<file path="config.mk">
export PLATFORM = sky130hd
export DESIGN_NAME = hls_macc_motion_n
export DESIGN_NICKNAME = d
export VERILOG_FILES = /design/src/rtl/hls_macc_motion_pkg.sv /design/src/rtl/hls_macc_motion_lane.sv /design/src/rtl/hls_macc_motion_n.sv
export SDC_FILE = /design/constraint.sdc
export NUM_CORES = 2
export LEC_CHECK = 0
export BUFFER_PORTS_ARGS = -buffer_cell sky130_fd_sc_hd__clkbuf_2
export CORE_MARGIN = 2
export CORE_UTILIZATION = 50
export CTS_CLUSTER_DIAMETER = 50
export CTS_CLUSTER_SIZE = 12
export DETAILED_ROUTE_END_ITERATION = 7
export PLACE_DENSITY = 0.64
export SLEW_MARGIN = 0
export SYNTH_ARGS = -nofsm -noshare
export SYNTH_HDL_FRONTEND = slang
export SYNTH_SLANG_ARGS = --single-unit
</file>
<file path="constraint.sdc">
create_clock -name ap_clk -period 13.6 [get_ports ap_clk]
set_input_delay 2.72 -clock ap_clk [delete_from_list [all_inputs] [get_ports ap_clk]]
set_output_delay 2.72 -clock ap_clk [all_outputs]
set_load 0.05 [all_outputs]
</file>
<file path="src/rtl/hls_macc_motion_pkg.sv">
// Shared types and constants for the hls_macc_motion_n block: FSM state
// encoding, default key constant and the index-width helper.
package hls_macc_motion_pkg;

  typedef enum logic [1:0] {
    S_IDLE = 2'd0,
    S_RUN  = 2'd1,
    S_DONE = 2'd2
  } state_e;

  localparam logic [31:0] KEY_MAGIC_DEFAULT = 32'hCAAA_AA82;

  // Bits needed to index 0..value-1; never returns less than 1.
  function automatic int clog2(input int value);
    int r;
    int v;
    r = 0;
    v = value - 1;
    while (v > 0) begin
      r++;
      v = v >> 1;
    end
    return (r < 1) ? 1 : r;
  endfunction

endpackage

</file>
<file path="src/rtl/hls_macc_motion_lane.sv">
// One correlation lane: a W-bit wrapping accumulator fed by a signed
// product whose upper half is discarded.
module hls_macc_motion_lane #(
  parameter int W = 32
) (
  input  logic         clk,
  input  logic         rst,
  input  logic         clr,
  input  logic         en,
  input  logic [W-1:0] a,
  input  logic [W-1:0] b,
  output logic [W-1:0] acc
);

  logic [W-1:0] prod_lo;

  // The low W bits of the full 2W signed product do not depend on the upper
  // half, so a W-wide multiply yields exactly the truncated result.
  assign prod_lo = W'($signed(a) * $signed(b));

  always_ff @(posedge clk or posedge rst) begin
    if (rst) begin
      acc <= '0;
    end else if (clr) begin
      acc <= '0;
    end else if (en) begin
      // NOTE: sequential state uses non-blocking assignments so every flop
      // samples pre-edge values regardless of statement order.
      acc <= acc + prod_lo;
    end
  end

endmodule

</file>
<file path="src/rtl/hls_macc_motion_n.sv">
// NOUT-lag circular cross-correlation over NTAP signed pairs behind an
// ap_start/ap_done handshake. Define HLS_MACC_MOTION_KEYLOCK_EN to add the
// working_key port that masks every result.
module hls_macc_motion_n
  import hls_macc_motion_pkg::*;
#(
  parameter int                NTAP      = 5,
  parameter int                NOUT      = 3,
  parameter int                W         = 32,
  parameter int                KEY_W     = 32,
  parameter logic [KEY_W-1:0]  KEY_MAGIC = KEY_W'(KEY_MAGIC_DEFAULT)
) (
  input  logic                ap_clk,
  input  logic                ap_rst,
  input  logic                ap_start,
  output logic                ap_done,
  output logic                ap_idle,
  output logic                ap_ready,
  input  logic [NTAP*W-1:0]   in_a,
  input  logic [NTAP*W-1:0]   in_b,
`ifdef HLS_MACC_MOTION_KEYLOCK_EN
  input  logic [KEY_W-1:0]    working_key,
`endif
  output logic [NOUT*W-1:0]   out_data,
  output logic [NOUT-1:0]     out_vld
);

  localparam int IDX_W = clog2(NTAP);

  if (NTAP < 2 || NTAP > 64) begin : g_bad_ntap
    $error("hls_macc_motion_n: NTAP must be in 2..64");
  end
  if (NOUT < 1 || NOUT > NTAP) begin : g_bad_nout
    $error("hls_macc_motion_n: NOUT must be in 1..NTAP");
  end
  if (KEY_W < W || $bits(KEY_MAGIC) != KEY_W) begin : g_bad_key
    $error("hls_macc_motion_n: KEY_W must be at least W");
  end

  state_e             state_q;
  state_e             state_d;
  logic [IDX_W-1:0]   idx_q;
  logic               load;
  logic               last;
  logic [W-1:0]       a_q [NTAP];
  logic [W-1:0]       b_q [NTAP];
  logic [NOUT*W-1:0]  acc_flat;
  logic [NOUT*W-1:0]  res_q;
  logic [NOUT*W-1:0]  raw;

  assign load = (state_q == S_IDLE) && ap_start;
  assign last = (idx_q == IDX_W'(NTAP - 1));

  always_ff @(posedge ap_clk or posedge ap_rst) begin
    if (ap_rst) begin
      state_q <= S_IDLE;
      idx_q   <= '0;
    end else begin
      state_q <= state_d;
      if (load) begin
        idx_q <= '0;
      end else if (state_q == S_RUN) begin
        idx_q <= last ? '0 : idx_q + IDX_W'(1);
      end
    end
  end

  always_comb begin
    // NOTE: assign a default before the case so no path leaves state_d
    // unassigned, which would otherwise infer a latch.
    state_d = state_q;
    unique case (state_q)
      S_IDLE:  if (ap_start) state_d = S_RUN;
      S_RUN:   if (last) state_d = S_DONE;
      S_DONE:  state_d = S_IDLE;
      default: state_d = S_IDLE;
    endcase
  end

  // NOTE: the sample store is deliberately left out of reset; it is always
  // written on job start before any lane reads it, so reset would only add
  // fan-out to a wide register bank.
  always_ff @(posedge ap_clk) begin
    if (load) begin
      for (int i = 0; i < NTAP; i++) begin
        a_q[i] <= in_a[i*W +: W];
        b_q[i] <= in_b[i*W +: W];
      end
    end
  end

  for (genvar k = 0; k < NOUT; k++) begin : g_lane
    logic [IDX_W:0]   sum;
    logic [IDX_W-1:0] b_idx;

    // (idx + k) mod NTAP: both terms are below NTAP, so one conditional
    // subtract is enough.
    assign sum   = {1'b0, idx_q} + (IDX_W+1)'(k);
    assign b_idx = (sum >= (IDX_W+1)'(NTAP)) ? IDX_W'(sum - (IDX_W+1)'(NTAP))
                                             : IDX_W'(sum);

    hls_macc_motion_lane #(
      .W (W)
    ) u_lane (
      .clk (ap_clk),
      .rst (ap_rst),
      .clr (load),
      .en  (state_q == S_RUN),
      .a   (a_q[idx_q]),
      .b   (b_q[b_idx]),
      .acc (acc_flat[k*W +: W])
    );
  end

  // The accumulators hold the final sums during DONE; res_q keeps them once
  // the next job clears the lanes, so out_data is stable until the next DONE.
  always_ff @(posedge ap_clk or posedge ap_rst) begin
    if (ap_rst) begin
      res_q <= '0;
    end else if (state_q == S_DONE) begin
      res_q <= acc_flat;
    end
  end

  assign raw = (state_q == S_DONE) ? acc_flat : res_q;

`ifdef HLS_MACC_MOTION_KEYLOCK_EN
  logic [W-1:0] mask;
  assign mask     = working_key[W-1:0] ^ KEY_MAGIC[W-1:0];
  assign out_data = raw ^ {NOUT{mask}};
`else
  assign out_data = raw;
`endif

  assign ap_idle  = (state_q == S_IDLE);
  assign ap_done  = (state_q == S_DONE);
  assign ap_ready = (state_q == S_DONE);
  assign out_vld  = {NOUT{state_q == S_DONE}};

endmodule
</file>
After elaboration in Yosys (flattened, before gate mapping)
Memory sizes are Yosys's and may differ from the RTL's.
Cells that the tools add are included.
{ "word_totals": {"register_bits": 197, "mem_bits_rw": 320, "inputBits": 323, "out_inout_bits": 102, "mem_count": 2} }
{ "classes": {"n_addsub": 9, "mul": 3, "order_cmp": 3, "eq_ne": 5, "muxes": 18, "reduce_logical": 4} }
{ "memory_table": {"columns": ["memory", "words", "word_bits", "rd", "rd_ports_with_merged_regs", "wr", "line", "text"], "rows": [
  ["a_q", 5, 32, 1, 0, 5, "hls_macc_motion_n.sv:45", "logic [W-1:0] a_q [NTAP];"],
  ["b_q", 5, 32, 3, 0, 5, "hls_macc_motion_n.sv:46", "logic [W-1:0] b_q [NTAP];"]
]} }
{ "op_table": {"columns": ["operator", "count"], "rows": [
  ["$mux W32", 6],
  ["$add A32 B32 Y32", 3],
  ["$mul A32 B32 Y32", 3],
  ["$mux W96", 1],
  ["$mux W3", 6],
  ["$sub A3 B3 Y3 const B", 3],
  ["$ge A4 B3 Y1 const B", 2],
  ["$add A3 B1 Y4 const B", 1],
  ["$add A3 B2 Y4 const B", 1],
  ["$mux W2", 2],
  ["$ne A2 B2 Y1 const B", 2],
  ["$pmux W2 S2", 1],
  ["$add A3 B1 Y3 const B", 1],
  ["$eq A3 B3 Y1 const B", 1],
  ["$ge A3 B3 Y1 const B", 1],
  ["$eq A2 B1 Y1 const B", 1],
  ["$eq A2 B2 Y1 const B", 1],
  ["$logic_not A2 Y1", 1],
  ["$mux W1", 2],
  ["$reduce_and A2 Y1", 1],
  ["$reduce_bool A2 Y1", 1],
  ["$logic_and A1 B1 Y1", 1]
]} }

Longest topological paths before layout
An unclocked memory read counts as a cell.
{ "logic_depth": {"ltp_word": 8, "ltp_mapped": 42, "mapped_depth_nobuf": 39} }

Hierarchy
A second synthesis with hierarchy kept.
{ "unflattened": {"hier_cells": 7359, "hier_area_um2": 73928.4} }
{ "modules_own_cells": {"columns": ["module", "n_inst", "cells_per_inst", "area_per_inst_um2", "seq_area_each_um2"], "rows": [
  ["hls_macc_motion_n", 1, 1248, 18534.0, 12136.6],
  ["hls_macc_motion_lane (g_lane[2].u_lane)", 1, 2039, 18472.7, 800.8],
  ["hls_macc_motion_lane (g_lane[1].u_lane)", 1, 2035, 18466.5, 800.8],
  ["hls_macc_motion_lane (g_lane[0].u_lane)", 1, 2037, 18455.2, 800.8]
]} }

Least setup slack after synthesis
OpenSTA, ideal clock, no wires.
{ "synth_path": {"path_type": "input -> register", "from": "input port ap_start", "to": "register g_lane[0].u_lane.acc[0]", "setup_ns": 0.545, "t_arrival_ns": 12.524, "required_ns": 13.055, "slack_ns": 0.531, "stages": 4, "cell_sequence": "nand2_1 > inv_1 > clkbuf_1 > o21ai_0"} }
{ "synth_via": {"elab_chain_cells": 2, "word_cells_on_any_way": 3, "cone_classes": "mux (1); reduce/logical (2)"} }
{ "synth_rtl": {"columns": ["element", "line", "text"], "rows": [
  ["start: declaration", "hls_macc_motion_n.sv:15", "input logic ap_start,"],
  ["$logic_and A1 B1 Y1 (*)", "hls_macc_motion_n.sv:51", "assign load = (state_q == S_IDLE) && ap_start;"],
  ["named net g_lane[0].u_lane.clr", "hls_macc_motion_lane.sv:8", "input logic clr,"],
  ["$mux W32 / $reduce_bool A2 Y1 (equally long branches)", null, null],
  ["end signal: assignment", "hls_macc_motion_lane.sv:29", "acc <= acc + prod_lo;"],
  ["end: declaration", "hls_macc_motion_lane.sv:12", "output logic [W-1:0] acc"]
]} }
The timed path passes the listed nets; every way through them passes the cells marked *.
A chain may end at the register's enable or synchronous reset.

Final worst setup path
{ "layout_path": {"from": "register idx_q[1]", "to": "register g_lane[1].u_lane.acc[31]"} }
{ "layout_via": {"elab_chain_cells": 8, "word_cells_on_any_way": 10, "cone_classes": "add/sub (3); mul (1); order compare (1); mux (3); memory (2)"} }
{ "layout_rtl": {"columns": ["element", "line", "text"], "rows": [
  ["start: declaration", "hls_macc_motion_n.sv:42", "logic [IDX_W-1:0] idx_q;"],
  ["start signal: assignment", "hls_macc_motion_n.sv:63", "idx_q <= last ? '0 : idx_q + IDX_W'(1);"],
  ["$add A3 B1 Y4", "hls_macc_motion_n.sv:98", "assign sum = {1'b0, idx_q} + (IDX_W+1)'(k);"],
  ["$ge A4 B3 Y1 / $sub A3 B3 Y3 (equally long branches)", "hls_macc_motion_n.sv:99", "assign b_idx = (sum >= (IDX_W+1)'(NTAP)) ? IDX_W'(sum - (IDX_W+1)'(NTAP))"],
  ["$mux W3", "hls_macc_motion_n.sv:99", null],
  ["$mem_v2 Z5 W32", null, null],
  ["$mul A32 B32 Y32 (*)", "hls_macc_motion_lane.sv:19", "assign prod_lo = W'($signed(a) * $signed(b));"],
  ["$add A32 B32 Y32 (*)", "hls_macc_motion_lane.sv:29", null],
  ["$mux W32 (*)", "hls_macc_motion_lane.sv:26", "end else if (en) begin"],
  ["$mux W32 (*)", "hls_macc_motion_lane.sv:24", "end else if (clr) begin"],
  ["end signal: assignment", "hls_macc_motion_lane.sv:29", null],
  ["end: declaration", "hls_macc_motion_lane.sv:12", null]
]} }
Every way passes the cells marked *; elsewhere a longest branch is shown, timed or not. The select of a mux whose other input is x is not followed.

==> results.md <==
* Wire length per cell at about 24 um
* Syn Inst Count at about 7600
* Most frequent cells in the layout: inv_1 (1627), fa_1 (1315), nand2_1 (1111)
* CP bufs+invs at 7
* Detailed Place HPWL at 185 mm
* CTS resizes at 0
* Largest net degree at the start of global routing at 180
* Max_slew headroom at 3.34%
* Die ar. at 148000 sq um
* Post-route ant nets at 0
* Global-route wire length before repair at 363 mm
* Via count at roughly 54000
* Initial core utilization at 50.3%
* Status: complete, no violations
* Depth of the worst register-to-register path at 37
* Largest stage delay, worst path at a little over 0.7 ns
* Avg Cell Area, Syn at 9.55 sq um
* Root buffer cell: clkbuf_16
* CTS max path bufs at 3
* Synth Area in Adders at about 44%
* Crit Path Class: flip-flop to flip-flop
* CTS tree: yes
* CTS Buf Count at between 70 and 80
* Most common cell after layout, fill and taps aside: inv_1
* Fraction of layout cells with a size suffix above 1 at 11.4%
* CP max-delay cell: and2_0
* Final Skew at 0.0577 ns
* Final Setup Violations at 0
* Worst-margin pin slew at 1.41 ns
* Largest family of logic cells by synthesized area: adder cells
* Warnings from Yosys at 0
* Mux cell area share after synthesis at 3.42%
* Clock Sinks at 517
* Min Tclk post-route at 11.33 ns
* Syn nets at approximately 9700
* Chip Height at 384 um
* Distinct cells, synth at 82
* HP Start: res_q[0]
* Worst hold path type: flip-flop to flip-flop
* FF+latch count, synth at 517
* Synth-to-Final Area Change at 9.34%
* RSZ-0062 raised after global routing: no
* Final Cycle Share at 83.3%
* Fmax at 0.0882 GHz
* Pre-antenna DRT Iters at 6
* Post-synthesis simple-gate area fraction at 13.1%
* CP delay by family, top: adder cells
* DR DRC count at 0
* Number of fill cells at 12925
* Largest area contributor in the netlist: fa_1
* Port buffer count at 424
* Synth top area share at 36.4%
* Overflow after GRT at 0
* WL final at 238 mm
* Sum Neg Setup Slack at 0 ns
* Hold path cells at 2
* Number of H-tree levels at 3
* Core area at roughly 140000 sq um
* Latest clock arrival within the worst-skew pair at 0.72 ns
* Crit path DAT at 11.89 ns
* Post-synthesis compound-gate area fraction at approximately 5%
* Initial antenna violation count at 12
* Stages on the worst setup path at 37
* Prevailing post-synth register cell: edfxtp_1
* GRT Util Overall at roughly 33%
* Number of synthesized flops with an enable pin at 320
* Number of core rows at 139
* Ports at 425
* Worst setup EP type: flip-flop
* Type of origin of the critical path: flip-flop
* Vias/cell at 5.57
* Cts-stage hold buffer count at 0
* Register area share after synthesis at between 20 and 25%
* Top cells by area, synth: fa_1 (36%), edfxtp_1 (13%), inv_1 (8.5%)
* R2r endpoint: g_lane[1].u_lane.acc[31]
* Die Wd at 384 um
* Cell mode on critical path: fa_1
* Max-cap violations at 0
* Post-CTS setup buffer count at 0
* Hold Violations, Final at 0
* Worst setup endpoint: g_lane[1].u_lane.acc[31]
* Nets at roughly 10000
* CTS clk-pin slew, worst paths at 0.05 ns
* Required time worst endpoint at about 14 ns
* Vias in the first global route at 57730
* Async SR Flop Fraction at 38.1%
* DR iter-0 viols at 5169
* Mapped Area at 72200 sq um
* Setup slack, reg-to-reg at 2.27 ns
* GP Congestion at 1.01
* Worst Setup SP: idx_q[1]
* Crit Path Max Fanout at between 40 and 50
* Final Max Tran Viols at 0
* Reg2Reg Launch Point: idx_q[1]
* Post-Synth XOR/XNOR Area at 3.25%
[cell usage after synthesis, types with 14 or more instances]
cell type  count
a211o_1       14
and2_1        83
o31ai_1       24
dfrtp_1      197
buf_1         32
xor2_1        45
xnor2_1      200
nand3_1       80
edfxtp_1     320
nand2b_1      70
and3_1        52
a31oi_1       22
ha_1         460
or2_2         41
fa_1        1315
nor2_1       785
a21oi_1       87
mux4_2        59
mux2i_1       64
inv_1       1629
mux2_2        22
a211oi_1      55
a21o_1        32
clkbuf_1     283
nand2_1     1121
buf_2         40
buf_4         17
o21ai_0      212
[cells by family (layout without fill, tap and decap cells)]
family,Yosys count,count (layout)
simple gates,2292,2292
buf+inv,2011,2314
fa+ha+maj,1775,1775
compound gates,553,553
flops,517,517
xor+xnor,255,255
mux,159,159
other cells,0,5
[worst register-to-register path, delay by kind of cell (launching register included)]
kind                       cells  cell delay, ns
buffers and inverters          7            1.42
AOI/OAI and AO/OA             11            2.51
DFF                            1            0.36
and+or+nand+nor                8            1.73
adders and majority gates     10            4.98
xor gates and xnor gates       1            0.18
[metal layers]
metal | part of all wire, % | vias to the layer above | track usage, %
li1 | - | 23365 | -
met1 | 39 | 27439 | 45.1
met2 | 43 | 2953 | 49.9
met3 | 11 | 706 | 8.38
met4 | 6.3 | 12 | 17.1
met5 | 0.034 | - | 0
[metrics by stage]
step           util [%]  setup WS, ns  cell area, sq um  hold WS [ns]  cells
3_3_place_gp       53.3          2.62             76500         0.457   9651
3_5_place_dp       53.3          2.50             76500         0.463   9651
4_1_cts            55.0          2.46             79000         0.476   9768
6_report           55.0          2.27             79000         0.467   9773
2_1_floorplan         -         0.531             72200         0.449   7562
5_1_grt            55.0          1.74             79000         0.489   9769
[worst min path at each step]
stage / slack, ns / endpoint
after floorplan: 0.45 / g_lane[2].u_lane.acc[20]
after global placement: 0.46 / res_q[44]
after detailed placement: 0.46 / res_q[0]
after CTS: 0.48 / res_q[0]
after global routing: 0.49 / g_lane[1].u_lane.acc[14]
final: 0.47 / res_q[0]
[registers in the layout, summed over array words and instances, names as in the netlist]
signal and count:
a_q 160, b_q 160, g_lane.u_lane.acc 96, idx_q 3
res_q 96, state_q 2
[area by class of cell]
type / instances / area (sq um) / area share [%]
clock buffers: 78 / 1840 / 2.33
clock inverters: 39 / 623 / 0.789
multi-input cells: 5034 / 50200 / 63.6
diodes: 5 / 12.5 / 0.0158
flip-flops and latches: 517 / 14500 / 18.4
inverters: 1631 / 6140 / 7.77
repair buffers: 566 / 3240 / 4.10
well taps: 1903 / 2380 / 3.01
Power is left out: the tool's default activity adds up to more than one toggle a clock period on the data nets, which glitch-free logic cannot reach.
